[config.mk]
export PLATFORM = sky130hd
export DESIGN_NAME = irrigacao_controller
export DESIGN_NICKNAME = d
export VERILOG_FILES = /design/src/rtl/irrigacao_controller.sv
export SDC_FILE = /design/constraint.sdc
export NUM_CORES = 1
export LEC_CHECK = 0
export CAP_MARGIN = 20
export CORE_AREA = 2 2 47 49
export DETAILED_ROUTE_END_ITERATION = 10
export DIE_AREA = 0 0 49 51
export PLACE_DENSITY = 0.72
export SKIP_CTS_REPAIR_TIMING = 1
export SYNTH_ARGS = -nofsm -noshare
export SYNTH_HDL_FRONTEND = slang
export SYNTH_SLANG_ARGS = --single-unit
[constraint.sdc]
create_clock -name clock -period 1.7 [get_ports clock]
set_input_delay 0.425 -clock clock [delete_from_list [all_inputs] [get_ports clock]]
set_output_delay 0.425 -clock clock [all_outputs]
set_load 0.02 [all_outputs]
[src/rtl/irrigacao_controller.sv]
// Irrigation sensor-path controller: debounces the 2-bit moisture level and
// sequences the pump through watering/soak with timeout and fault handling.
module irrigacao_controller #(
  parameter int STABLE_CYCLES = 4,
  parameter int MAX_ON_CYCLES = 16,
  parameter int SOAK_CYCLES   = 8
) (
  input  logic       clock,
  input  logic       reset,
  input  logic [1:0] U,
  input  logic       enable,
  input  logic       clear_fault,
  output logic       pump,
  output logic       fault,
  output logic [1:0] disp
);

  localparam int SW = (STABLE_CYCLES > 1) ? $clog2(STABLE_CYCLES) : 1;
  localparam int OW = (MAX_ON_CYCLES > 1) ? $clog2(MAX_ON_CYCLES) : 1;
  localparam int KW = (SOAK_CYCLES   > 1) ? $clog2(SOAK_CYCLES)   : 1;

  localparam logic [SW-1:0] STAB_LAST = SW'(STABLE_CYCLES - 1);
  localparam logic [OW-1:0] ON_LAST   = OW'(MAX_ON_CYCLES - 1);
  localparam logic [KW-1:0] SOAK_LAST = KW'(SOAK_CYCLES - 1);

  typedef enum logic [1:0] {
    S_IDLE,
    S_WATER,
    S_SOAK,
    S_FAULT
  } state_t;

  state_t          state_q, state_d;
  logic [1:0]      u_q, lvl_q, lvl_d;
  logic [SW-1:0]   stab_cnt_q, stab_cnt_d;
  logic [OW-1:0]   on_cnt_q, on_cnt_d;
  logic [KW-1:0]   soak_cnt_q, soak_cnt_d;

  // Debouncer: lvl only follows u_q once it has matched for STABLE_CYCLES samples.
  always_comb begin
    stab_cnt_d = stab_cnt_q;
    if (U != u_q) begin
      stab_cnt_d = '0;
    end else if (stab_cnt_q != STAB_LAST) begin
      stab_cnt_d = stab_cnt_q + SW'(1);
    end
    lvl_d = (stab_cnt_q == STAB_LAST) ? u_q : lvl_q;
  end

  always_comb begin
    state_d    = state_q;
    on_cnt_d   = on_cnt_q;
    soak_cnt_d = soak_cnt_q;
    unique case (state_q)
      S_IDLE: begin
        if (lvl_q == 2'b00) begin
          state_d = S_FAULT;
        end else if (enable && lvl_q == 2'b01) begin
          state_d  = S_WATER;
          on_cnt_d = '0;
        end
      end
      S_WATER: begin
        // Counter only advances while staying, so it never wraps on exit.
        if (lvl_q == 2'b00) begin
          state_d = S_FAULT;
        end else if (!enable) begin
          state_d = S_IDLE;
        end else if (lvl_q == 2'b11) begin
          state_d    = S_SOAK;
          soak_cnt_d = '0;
        end else if (on_cnt_q == ON_LAST) begin
          state_d = S_FAULT;
        end else begin
          on_cnt_d = on_cnt_q + OW'(1);
        end
      end
      S_SOAK: begin
        if (lvl_q == 2'b00) begin
          state_d = S_FAULT;
        end else if (soak_cnt_q == SOAK_LAST) begin
          state_d = S_IDLE;
        end else begin
          soak_cnt_d = soak_cnt_q + KW'(1);
        end
      end
      S_FAULT: begin
        if (clear_fault && lvl_q != 2'b00) begin
          state_d = S_IDLE;
        end
      end
      default: state_d = S_IDLE;
    endcase
  end

  always_ff @(posedge clock) begin
    if (reset) begin
      state_q    <= S_IDLE;
      u_q        <= 2'b10;
      lvl_q      <= 2'b10;
      stab_cnt_q <= '0;
      on_cnt_q   <= '0;
      soak_cnt_q <= '0;
    end else begin
      state_q    <= state_d;
      u_q        <= U;
      lvl_q      <= lvl_d;
      stab_cnt_q <= stab_cnt_d;
      on_cnt_q   <= on_cnt_d;
      soak_cnt_q <= soak_cnt_d;
    end
  end

  always_comb begin
    pump  = 1'b0;
    fault = 1'b0;
    disp  = 2'b01;
    unique case (state_q)
      S_IDLE:  disp = 2'b01;
      S_WATER: begin
        pump = 1'b1;
        disp = 2'b10;
      end
      S_SOAK:  disp = 2'b11;
      S_FAULT: begin
        fault = 1'b1;
        disp  = 2'b00;
      end
      default: disp = 2'b01;
    endcase
  end

endmodule

==> out/metrics.cfg <==
[route]
post_drt_wl_per_cell_um=13.8
wirelength_um=2200
drc_errors=0
viasPerCell=5.26
ant_nets=0
drtIter0Drc=2
dr.pass1.iters=4
num_vias=841

[synth]
ys_seq_area_share_pct=31.8
avgSynthCellArea_sq_um=9.08
async_flop_share_pct=0
yosys.area_share.simple_pct=24.2
muxShareOfSynthArea_pct=2.12
synth_top_family_by_area=simple AND/OR/NAND/NOR gates
syn_inst=104
synth_top_cell_by_area=dfxtp_1
synthXorXnorAreaFrac_pct=2.78
synth_ff_type=dfxtp_1
synth.area.top_cells=dfxtp_1 (32%), ha_1 (11%), a21oi_1 (4.2%)
syn_nets=118
yosysUniqueCellTypes=44
synth_edf_count=0
synth-adder-area-share_pct=11.7
synth_top_area_share_pct=31.8
yosysWarnings=0
ys_ff_latch=15
synth_compound_gate_area_share_pct=21.3
syn-cell-area_sq_um=945

[min_path]
holdCritPathClass=flop to flop
hp-start=soak_cnt_q[2]

[clocking]
cts_tree=done
clock_latency_ps=280
cts_buffer_depth=2
cts_num_sinks=15
cts-buffers-inserted=3
h-tree-depth=1
clk_transition_reported_paths_ps=80
cts_root_buffer=clkbuf_4

[critical_path]
worst-path-buf-inv=3
slowest_delay_ps=400
cp_data_arrival_time_ps=1990
path_max_fanout=6
worstRegToRegCells=9
endpoint_kind=flop
r2r-end=soak_cnt_q[0]
critical_path.slowest_cell=or3b_1
critPathLaunch=state_q[1]
reg2reg_from=state_q[1]
path_common_cell=buf_6
crit_end=soak_cnt_q[0]
cp_num_cells=9
timing.critical_path.cells=inv_2 -> buf_6 -> ha_4 -> buf_6 -> nand3_4 -> o22ai_2 -> a22oi_2 -> or3b_1 -> a21oi_2
path_delay_family=simple AND/OR/NAND/NOR gates
required_ps=1920
r2r_slack_ps=-70
crit_type=flop to flop
crit_path_start_kind=flop

[placed_design]
placed_area_sq_um=1170
place_congestion=0.801
dp_hpwl_um=1490
io_buffers=9

[timing]
drv_slew=0
worst_slack_ps=-73.7
tightest_slew_ps=368
period_needed_ps=1770
setup_viol=3
fin_skew_ps=3.62
whs_ps=469
post-route-period-util_pct=104
slew_headroom_pct=75.3
rsz0062_at_grt=yes
finalHoldViolCount=0
fmax_ghz=0.564

[floorplan]
initial_core_util_pct=45.8
core_area_sq_um=2060
die-width_um=49
dieHeight_um=51
die-area_sq_um=2500
row_count=17
pin_count=10

[final_layout]
areaGrowthSynthToFinish_pct=43.4
diodes=0
design_area_sq_um=1360
regArea_sq_um=307
drive_above_1_share_pct=42.4
fill_cells=185
nNetsFinal=147
multiInputGateArea_sq_um=708

[global_routing]
grt_pass1_vias=803
gr-total-overflow=0
grt_max_degree=10
antenna_found_initial=0
grt_pass1_wl_um=3380
grt_use_total_pct=17.2

[outcome]
status=complete, but fails checks
failed_checks=negative setup slack

[run]
max_cap_violations=0

[pwr]
irDropWorstVdd_mv=0.473
p_leak_nw=0.551
power_density_nw_per_um2=587
total_power_mw=0.796

## power by group
group          internal, mW  switching, mW
Combinational         0.123          0.111
Sequential            0.359        0.00671
Clock                0.0909          0.106
Total                 0.573          0.223
## layer usage
metal	up-vias	wire (um)	track usage [%]
met1	395	914	20.2
met3	2	39	3.22
met5	-	0	0
li1	430	-	-
met4	0	15	5.71
met2	14	1230	31.5
## cells in the mapped netlist, types with 2 or more instances
| library cell | instances |
|---|---|
| nor2_1 | 9 |
| buf_4 | 4 |
| nand3_1 | 3 |
| nand2_1 | 8 |
| ha_1 | 8 |
| mux2i_1 | 2 |
| nand2b_1 | 2 |
| xnor2_1 | 2 |
| inv_1 | 4 |
| dfxtp_1 | 15 |
| or3b_1 | 2 |
| a21oi_1 | 8 |
| nor2b_1 | 3 |
| or2_2 | 2 |
| nand3b_1 | 3 |
## cell usage in the layout (no fill, tap or decap), drive strengths merged, types with 3 or more instances in the layout
cell           synthesis  final
nand3                  4      4
nor2b                  4      4
ha                     8      8
nand3b                 3      3
nand2                  8      8
a21oi                  8      8
inv                    5      5
dfxtp                 15     15
nor2                   9      9
buf                    5     21
clkdlybuf4s50          0      4
dlymetal6s2s           0      3
o21ai                  3      3
clkbuf                 1      6
## worst min path at each step
stage / end / cells after the start
floorplan: soak_cnt_q[1] / 2
global placement: soak_cnt_q[1] / 2
detailed placement: soak_cnt_q[2] / 2
CTS: soak_cnt_q[2] / 2
global route: soak_cnt_q[2] / 2
finish: soak_cnt_q[2] / 2
## flip-flops by register name (all words and copies together) (netlist names)
signal and flops:
state_q 2, stab_cnt_q 2, lvl_q 2, soak_cnt_q 3, on_cnt_q 4, u_q 2
## cell type report
| type | count | share of cell area [%] |
|---|---|---|
| multi-input cells | 78 | 52.3 |
| flip-flops and latches | 15 | 22.6 |
| repair buffers | 30 | 19.2 |
| well taps | 28 | 2.59 |
| clock buffers | 4 | 1.94 |
| inverters | 5 | 1.39 |
## logic make-up (layout without fill, tap and decap cells)
| group | count (synthesis) | after routing |
|---|---|---|
| AOI/OAI and AO/OA | 25 | 25 |
| adders and majority gates | 9 | 9 |
| xor gates and xnor gates | 3 | 3 |
| DFF | 15 | 15 |
| muxes | 2 | 2 |
| buffers and inverters | 11 | 39 |
| and+or+nand+nor | 39 | 39 |
## stage by stage
stage          TNS (ps)  cells  utilization, %  setup slack (ps)
2_1_floorplan         0    104               -              79.5
3_3_place_gp      -1130    153            56.6              -183
3_5_place_dp      -1520    153            56.6              -218
4_1_cts           -2330    157            57.9              -477
5_1_grt            -557    160            65.7              -148
6_report           -122    160            65.7             -73.7
## tightest hold or removal path, cell delays in order (launching register included)
cell	delay, ps
dfxtp_1	320
nand2_1	60
a21oi_1	50
Power figures use the tool's default switching activity.
